**config.mk**
```make
export PLATFORM = sky130hd
export DESIGN_NAME = signed_mul_pipe_flat
export DESIGN_NICKNAME = d
export VERILOG_FILES = /design/src/rtl/signed_mul_pipe_if.sv /design/src/rtl/signed_mul_pipe.sv /design/src/flat_wrapper.sv
export SDC_FILE = /design/constraint.sdc
export NUM_CORES = 1
export LEC_CHECK = 0
export CAP_MARGIN = 0
export CORE_MARGIN = 4
export CORE_UTILIZATION = 45
export DETAILED_ROUTE_END_ITERATION = 12
export PLACE_DENSITY = 0.67
export SLEW_MARGIN = 30
export SYNTH_ARGS = -nofsm -noshare
export SYNTH_HDL_FRONTEND = slang
export SYNTH_SLANG_ARGS = --single-unit
```
**constraint.sdc**
```tcl
create_clock -name clk -period 4.06 [get_ports clk]
set_input_delay 0.812 -clock clk [delete_from_list [all_inputs] [get_ports clk]]
set_output_delay 0.812 -clock clk [all_outputs]
set_load 0.02 [all_outputs]
```
**src/rtl/signed_mul_pipe_if.sv**
```systemverilog
// rtl/signed_mul_pipe_if.sv - operand/result handshake bundle for signed_mul_pipe
interface signed_mul_pipe_if #(
   parameter int W     = 8,
   parameter int TAG_W = 4
);
   logic             in_valid;
   logic             in_ready;
   logic [W-1:0]     a;
   logic [W-1:0]     b;
   logic             is_signed;
   logic [TAG_W-1:0] in_tag;
   logic             out_valid;
   logic             out_ready;
   logic [2*W-1:0]   c;
   logic [TAG_W-1:0] out_tag;

   modport master (
      output in_valid, a, b, is_signed, in_tag, out_ready,
      input  in_ready, out_valid, c, out_tag
   );

   modport slave (
      input  in_valid, a, b, is_signed, in_tag, out_ready,
      output in_ready, out_valid, c, out_tag
   );
endinterface

```
**src/rtl/signed_mul_pipe.sv**
```systemverilog
// rtl/signed_mul_pipe.sv - 3-stage sign/magnitude multiplier with valid/ready flow control
module signed_mul_pipe #(
   parameter int W     = 8,
   parameter int TAG_W = 4
) (
   input  logic            clk,
   input  logic            rst_n,
   signed_mul_pipe_if.slave bus
);
   localparam logic [W:0]     ONE_M = (W+1)'(1);
   localparam logic [2*W-1:0] ONE_P = (2*W)'(1);

   logic             adv;
   logic             neg_a;
   logic             neg_b;
   logic [W:0]       ext_a;
   logic [W:0]       ext_b;
   logic [W:0]       mag_a_d;
   logic [W:0]       mag_b_d;
   logic             sign_d;
   logic [2*W-1:0]   prod_d;
   logic [2*W-1:0]   c_d;

   logic             s1_valid_q;
   logic [W:0]       s1_mag_a_q;
   logic [W:0]       s1_mag_b_q;
   logic             s1_sign_q;
   logic [TAG_W-1:0] s1_tag_q;

   logic             s2_valid_q;
   logic [2*W-1:0]   s2_prod_q;
   logic             s2_sign_q;
   logic [TAG_W-1:0] s2_tag_q;

   logic             s3_valid_q;
   logic [2*W-1:0]   s3_c_q;
   logic [TAG_W-1:0] s3_tag_q;

   always_comb begin
      adv     = !(s3_valid_q && !bus.out_ready);
      neg_a   = bus.is_signed && bus.a[W-1];
      neg_b   = bus.is_signed && bus.b[W-1];
      // W+1 bits so that -2^(W-1) negates to +2^(W-1) without wrapping
      ext_a   = {neg_a, bus.a};
      ext_b   = {neg_b, bus.b};
      mag_a_d = neg_a ? (~ext_a + ONE_M) : ext_a;
      mag_b_d = neg_b ? (~ext_b + ONE_M) : ext_b;
      sign_d  = bus.is_signed && (bus.a[W-1] ^ bus.b[W-1]);
      // magnitudes never exceed 2^W-1, so the 2W-bit product is exact
      prod_d  = {{(W-1){1'b0}}, s1_mag_a_q} * {{(W-1){1'b0}}, s1_mag_b_q};
      c_d     = s2_sign_q ? (~s2_prod_q + ONE_P) : s2_prod_q;
   end

   assign bus.in_ready  = adv;
   assign bus.out_valid = s3_valid_q;
   assign bus.c         = s3_c_q;
   assign bus.out_tag   = s3_tag_q;

   always_ff @(posedge clk or negedge rst_n) begin
      if (!rst_n) begin
         s1_valid_q <= 1'b0;
         s1_mag_a_q <= '0;
         s1_mag_b_q <= '0;
         s1_sign_q  <= 1'b0;
         s1_tag_q   <= '0;
         s2_valid_q <= 1'b0;
         s2_prod_q  <= '0;
         s2_sign_q  <= 1'b0;
         s2_tag_q   <= '0;
         s3_valid_q <= 1'b0;
         s3_c_q     <= '0;
         s3_tag_q   <= '0;
      end else if (adv) begin
         s1_valid_q <= bus.in_valid;
         s1_mag_a_q <= mag_a_d;
         s1_mag_b_q <= mag_b_d;
         s1_sign_q  <= sign_d;
         s1_tag_q   <= bus.in_tag;
         s2_valid_q <= s1_valid_q;
         s2_prod_q  <= prod_d;
         s2_sign_q  <= s1_sign_q;
         s2_tag_q   <= s1_tag_q;
         s3_valid_q <= s2_valid_q;
         s3_c_q     <= c_d;
         s3_tag_q   <= s2_tag_q;
      end
   end
endmodule
```
**src/flat_wrapper.sv**
```systemverilog
// flat-port wrapper written by rule: the top's interface ports become plain ports
module signed_mul_pipe_flat 
#(
   parameter int W     = 8,
   parameter int TAG_W = 4
)
  (clk, rst_n, bus_in_valid, bus_a, bus_b, bus_is_signed, bus_in_tag, bus_out_ready, bus_in_ready, bus_out_valid, bus_c, bus_out_tag);
  signed_mul_pipe_if #(.W(W), .TAG_W(TAG_W)) bus_i ();
  input  logic clk;
  input  logic rst_n;
  input wire logic [$bits(bus_i.in_valid)-1:0] bus_in_valid;
  input wire logic [$bits(bus_i.a)-1:0] bus_a;
  input wire logic [$bits(bus_i.b)-1:0] bus_b;
  input wire logic [$bits(bus_i.is_signed)-1:0] bus_is_signed;
  input wire logic [$bits(bus_i.in_tag)-1:0] bus_in_tag;
  input wire logic [$bits(bus_i.out_ready)-1:0] bus_out_ready;
  output wire logic [$bits(bus_i.in_ready)-1:0] bus_in_ready;
  output wire logic [$bits(bus_i.out_valid)-1:0] bus_out_valid;
  output wire logic [$bits(bus_i.c)-1:0] bus_c;
  output wire logic [$bits(bus_i.out_tag)-1:0] bus_out_tag;
  assign bus_i.in_valid = bus_in_valid;
  assign bus_i.a = bus_a;
  assign bus_i.b = bus_b;
  assign bus_i.is_signed = bus_is_signed;
  assign bus_i.in_tag = bus_in_tag;
  assign bus_i.out_ready = bus_out_ready;
  assign bus_in_ready = bus_i.in_ready;
  assign bus_out_valid = bus_i.out_valid;
  assign bus_c = bus_i.c;
  assign bus_out_tag = bus_i.out_tag;
  signed_mul_pipe #(.W(W), .TAG_W(TAG_W)) u_core (.clk(clk), .rst_n(rst_n), .bus(bus_i));
endmodule
```
==> out/qor.yml, run 1 <==
rows: 40
area_growth_pct: 25.5
post-route-util: 0.576
required_ns: 4.24
synth_compound_area_frac: 0.0943
drive_gt1_frac: 0.163
place_ws_ns: -0.214
worstSetupEndpointType: "register"
cp.arrival_ns: 4.27
cp_common_cell: "fa_1"
setup_violations: 2
finalWeightedCongestion: 0.887
diodes: 0
crit_slowest_cell: "fa_1"
start_util: 0.459
fin_ws_ns: -0.0274
crit_cells: 15
synth_top_area_frac: 0.305
ys_seq_elements: 67
first_global_vias: 4599
dieHeight_um: 118
cts_buffer_depth: 2
crit_fanout: 7
routedWlPerCell_um: 14.3
synthAdderAreaFrac: 0.256
drt_pre_antenna_iters: 4
finalClockSkew_ns: 0.00499
cts_tree: "yes"
ant_nets: 0
reg2reg_from: "u_core.s1_mag_b_q[5]"
numClockSinks: 67
ys_seq_area_frac: 0.305
insertion_delay_ns: 0.33
drt-initial-drc-count: 266
power_per_cell_area_nw_per_um2: 944
drc: 0
syn_inst: 627
htree_levels: 3
finalHoldViolCount: 0
p_leak_nw: 3.31
ir_drop_mv: 0.472
ys_types: 42
slowest_delay_ns: 0.55
critical-path-top-delay-family: "adder cells"
r2r-end: "u_core.s2_prod_q[15]"
clkTransAtPathRegs_ns: 0.06
worst-setup-path-type: "reg -> reg"
outcome: "finished, violations left"
cp_cell_sequence: "and2_4 > fa_1 > inv_1 > fa_1 > inv_2 > fa_1 > inv_1 > fa_1 > inv_2 > ha_4 > a21o_1 > a221o_1 > a31oi_1 > xnor2_1 > o21ai_1"
synth_top_family_by_area: "adder cells"
via_per_inst: 4.96
yosys.area.top_type: "dfrtp_1"
layout_min_cycle_time_ns: 4.09
synth_commonest_cells: "nand2_1, inv_1, dfrtp_1"
syn_area_um2: 5490
min_path_type: "in -> async"
yosys_warnings: 0
root_buffer: "clkbuf_16"
worst_pin_slew_ns: 0.810
finalCritPeriodShare: 1.01
relSlewSlack: 0.460
rr_worst_depth: 15
synth_most_common_cell: "nand2_1"
fin_area_um2: 6890
placed_area_um2: 6330
fp.coreArea_um2: 12000
synthFlopType: "dfrtp_1"
drv_slew: 0
crit_buf_inv: 4
violations: "setup timing"
muxShareOfSynthArea: 0.00547
async_reset_ff_frac: 1.00
cp-start-kind: "register"
fp.dieW_um: 118
dp_hpwl_um: 9390
finalNetCount: 814
synthXorXnorAreaFrac: 0.0606
portBuffers: 46
grt_pass1_wl_um: 21800
cap_violations: 0
total_power_mw: 6.50
synthSimpleGateAreaFrac: 0.198
grt_start_max_net_pins: 95
synth-edff-count: 0
io_pins: 47
numCtsBuffers: 9
antenna_found_initial: 0
max_freq_mhz: 245
synthTopCellsByArea: "dfrtp_1, fa_1, nand2_1"
grt_use_total: 0.189
vias: 4256
avgSynthCellArea_um2: 8.76
wl_um: 12300
rsz0062_at_grt: "yes"
die-area_um2: 14000
overflow: 0
synth_fp_nets: 735
r2r_setup_slack_ns: -0.03
==> worst register-to-register path: cells and delay by family, from the launching register on <==
kind / cells / cell delay, ns
AO/OA/AOI/OAI: 4 / 0.75
buffers and inverters: 4 / 0.20
adder cells (fa/ha/maj): 5 / 2.21
AND/OR/NAND/NOR: 1 / 0.17
XOR/XNOR: 1 / 0.16
flip-flops: 1 / 0.46
==> metal layers <==
| layer | vias to the layer above | GRT usage | routed length [µm] |
|---|---|---|---|
| met4 | 0 | 0.0507 | 178 |
| met5 | - | 0 | 0 |
| met1 | 2056 | 0.245 | 5520 |
| met3 | 10 | 0.0287 | 308 |
| met2 | 71 | 0.330 | 6290 |
| li1 | 2119 | - | - |
==> power by group <==
part / total [mW] / internal (mW) / leakage [nW] / switching (mW)
Clock: 0.801 / 0.510 / 0.152 / 0.290
Combinational: 4.48 / 2.24 / 2.35 / 2.24
Sequential: 1.22 / 0.946 / 0.807 / 0.275
==> flip-flops by register name, summed over array words and instances, names as in the netlist <==
| signal | cells |
|---|---|
| u_core.s1_tag_q | 4 |
| u_core.s2_prod_q | 16 |
| u_core.s1_valid_q | 1 |
| u_core.s2_valid_q | 1 |
| u_core.bus.out_tag | 4 |
| u_core.s1_mag_a_q | 9 |
| u_core.bus.out_valid | 1 |
| u_core.s1_mag_b_q | 9 |
| u_core.s2_tag_q | 4 |
| u_core.s1_sign_q | 1 |
| u_core.bus.c | 16 |
| u_core.s2_sign_q | 1 |
==> final cells by class <==
cell class	count	area, µm²
flip-flops and latches	67	1690
clock buffers	11	253
fillers	1038	5070
clock inverters	5	60.1
well taps	147	184
repair buffers	96	841
inverters	90	338
multi-input cells	442	3530
==> metrics by stage <==
| stage | std cells | TNS, ns | hold WS [ns] |
|---|---|---|---|
| 2_1_floorplan | 627 | -0.00147 | 0.430 |
| 3_3_place_gp | 831 | -0.257 | 0.440 |
| 3_5_place_dp | 831 | -1.01 | 0.456 |
| 4_1_cts | 858 | -0.0147 | 0.470 |
| 5_1_grt | 858 | -0.994 | 0.488 |
| 6_report | 858 | -0.0391 | 0.465 |
==> logic make-up after synthesis <==
family                   count (synthesis)
multiplexers                             3
AO/OA/AOI/OAI                           85
flip-flops                              67
XOR/XNOR                                38
AND/OR/NAND/NOR                        233
buffers and inverters                  118
adder cells (fa/ha/maj)                 83
==> worst max-delay path by stage <==
stage	start	to	slack [ns]
after global routing	u_core.s1_mag_b_q[5]	u_core.s2_prod_q[15]	-0.20
after CTS	u_core.s1_mag_a_q[4]	u_core.s2_prod_q[15]	-0.01
after floorplan	u_core.s1_mag_a_q[3]	u_core.s2_prod_q[15]	-0.001
after global placement	u_core.s1_mag_a_q[4]	u_core.s2_prod_q[11]	-0.1
final	u_core.s1_mag_b_q[5]	u_core.s2_prod_q[15]	-0.03
after detailed placement	u_core.s1_mag_a_q[4]	u_core.s2_prod_q[12]	-0.21
==> cell usage in the layout (no fill, tap or decap), types with 2 or more instances in the layout <==
cell type / synthesis / layout
nand2_1: 142 / 142
inv_1: 90 / 85
dfrtp_1: 67 / 55
buf_4: 0 / 49
fa_1: 49 / 46
clkdlybuf4s50_1: 0 / 45
and2_1: 47 / 43
o21ai_0: 35 / 33
ha_1: 34 / 25
xnor2_1: 20 / 20
xor2_1: 18 / 18
nor2_1: 17 / 17
a21oi_1: 15 / 14
dfrtp_2: 0 / 12
o21ai_1: 9 / 10
clkbuf_16: 0 / 9
ha_4: 0 / 8
nor3_1: 6 / 6
nand3_1: 6 / 6
inv_2: 0 / 5
a31oi_1: 5 / 5
and2_4: 0 / 4
a21o_1: 4 / 4
mux2i_1: 3 / 3
o31ai_1: 3 / 3
fa_2: 0 / 3
o31ai_2: 2 / 2
o21ai_2: 1 / 2
nor3b_1: 3 / 2
o211ai_1: 2 / 2
a211oi_2: 0 / 2
clkbuf_8: 0 / 2
buf_6: 0 / 2
==> what timing repair did <==
item	4_1_cts	5_1_grt
buffers inserted	11	0
resized for setup	36	8
gates cloned	0	0
hold buffers	0	0
setup endpoints to repair	7	7
hold endpoints to repair	0	0
pin swaps	23	15
Power figures use the tool's default switching activity.
==> run 2, diff against run 1 <==
==> constraint.sdc (replaced) <==
create_clock -name clk -period 4.06 [get_ports clk]
set_input_delay 0.406 -clock clk [delete_from_list [all_inputs] [get_ports clk]]
set_output_delay 0.406 -clock clk [all_outputs]
set_load 0.02 [all_outputs]
==> run 2 against run 1 <==
Effect of this change: the flow now finishes without violations; fmax grew 1.2%; die area is the same; non-clock buffer count grew 4; cell area grew 1.3%; worst hold slack lost 0.35 ns; sequential share of layout area shrank 0.27 points; combinational power grew 2%; critical path type unchanged; critical endpoint unchanged; largest power group unchanged.
==> out/qor.yml, run 2 (same netlist as run 1, synthesis figures left out) <==
outcome: "finished, final reports clean"
drt_pre_antenna_iters: 5
area_growth_pct: 27.0
first_global_vias: 4603
numCtsBuffers: 9
insertion_delay_ns: 0.34
ant_nets: 0
crit_slowest_cell: "fa_1"
fp.coreArea_um2: 12000
drt-initial-drc-count: 174
rows: 40
worst-setup-path-type: "reg -> reg"
finalCritPeriodShare: 0.995
crit_path_end: "u_core.s2_prod_q[15]"
fin_ws_ns: 0.0198
portBuffers: 46
vias: 4262
die-area_um2: 14000
dp_hpwl_um: 9350
cp.arrival_ns: 4.25
required_ns: 4.27
cap_violations: 0
worstSetupStartpoint: "u_core.s1_mag_a_q[4]"
worst_pin_slew_ns: 0.698
grt_pass1_wl_um: 21600
reg2reg_from: "u_core.s1_mag_a_q[4]"
min_path_type: "in -> async"
via_per_inst: 4.94
postCtsHoldBufs: 0
grt_use_total: 0.188
cts_tree: "yes"
root_buffer: "clkbuf_16"
relSlewSlack: 0.535
cts_buffer_depth: 2
rr_worst_depth: 16
finalNetCount: 818
htree_levels: 3
cp_cell_sequence: "buf_6 > and2_4 > fa_1 > inv_2 > fa_1 > inv_2 > fa_1 > inv_2 > fa_2 > inv_2 > ha_4 > a21o_1 > a221o_1 > a31oi_1 > xnor2_1 > o21ai_1"
layout_commonest_cell: "nand2_1"
worstSetupEndpointType: "register"
layout_min_cycle_time_ns: 4.04
antenna_found_initial: 0
dp.cells: 833
place_ws_ns: -0.144
drc: 0
rsz0062_at_grt: "yes"
drv_slew: 0
wl_um: 12400
drive_gt1_frac: 0.183
finalWeightedCongestion: 0.908
overflow: 0
cp_common_cell: "inv_2"
total_power_mw: 6.67
numClockSinks: 67
start_util: 0.459
routedWlPerCell_um: 14.3
post-route-util: 0.583
fp.dieW_um: 118
dieHeight_um: 118
final_cells: 862
cp-start-kind: "register"
r2r-end: "u_core.s2_prod_q[15]"
crit_fanout: 5
clkTransAtPathRegs_ns: 0.06
finalHoldViolCount: 0
finalClockSkew_ns: 0.00632
fin_area_um2: 6980
io_pins: 47
slowest_delay_ns: 0.54
diodes: 0
most-common-layout-cells: "nand2_1, inv_1, dfrtp_1"
placed_area_um2: 6340
power_per_cell_area_nw_per_um2: 955
p_leak_nw: 3.35
r2r_setup_slack_ns: 0.02
ir_drop_mv: 0.443
setup_violations: 0
grt_start_max_net_pins: 53
max_freq_mhz: 248
[run 2: area by class of cell]
type / instances / area (µm²)
tap: 147 / 184
sequential: 67 / 1690
timing repair buffer: 100 / 887
inverter: 90 / 338
clock buffer: 9 / 225
clock inverter: 7 / 100
multi-input combinational: 442 / 3550
fill: 1023 / 4980
[run 2: report_power, final]
part / internal (mW) / switching, mW
logic: 2.33 / 2.26
clock network: 0.543 / 0.310
registers: 0.946 / 0.283
total: 3.82 / 2.85
[run 2: metal layers]
| layer | routed length (µm) | global-route usage | share of wire | vias up |
|---|---|---|---|---|
| met4 | 221 | 0.0717 | 0.018 | 0 |
| met1 | 5570 | 0.236 | 0.45 | 2048 |
| met5 | 0 | 0 | 0 | - |
| li1 | - | - | - | 2127 |
| met2 | 6240 | 0.324 | 0.50 | 68 |
| met3 | 323 | 0.0354 | 0.026 | 19 |
[run 2: worst max-delay path: cells and delay by family, from the launching register on]
kind | cells | cell delay (ns)
adders and majority gates | 5 | 2.20
AOI/OAI and AO/OA | 4 | 0.70
DFF | 1 | 0.44
buffers and inverters | 5 | 0.30
xor gates and xnor gates | 1 | 0.14
and+or+nand+nor | 1 | 0.12
[run 2: worst min-delay path by stage]
stage / startpoint / end / slack, ns / cells past startpoint
2_1_floorplan: rst_n / u_core.bus.c[0] / 0.11 / 0
3_3_place_gp: u_core.s2_valid_q / u_core.s2_valid_q / 0.45 / 2
3_5_place_dp: u_core.s2_valid_q / u_core.s2_valid_q / 0.45 / 2
4_1_cts: rst_n / u_core.s2_tag_q[3] / 0.13 / 1
5_1_grt: rst_n / u_core.bus.out_tag[3] / 0.17 / 1
6_report: rst_n / u_core.s2_tag_q[3] / 0.11 / 1
[run 2: stage by stage]
| stage | hold slack [ns] | TNS [ns] |
|---|---|---|
| floorplan | 0.110 | -0.00147 |
| global placement | 0.446 | -0.208 |
| detailed placement | 0.448 | -0.605 |
| CTS | 0.128 | 0 |
| global route | 0.165 | -0.589 |
| finish | 0.111 | 0 |
[run 2: what timing repair did]
| item | in CTS | in global routing |
|---|---|---|
| setup endpoints to repair | 7 | 7 |
| buffers inserted | 10 | 3 |
| pin swaps | 13 | 29 |
| gates cloned | 0 | 0 |
| resized for setup | 28 | 35 |
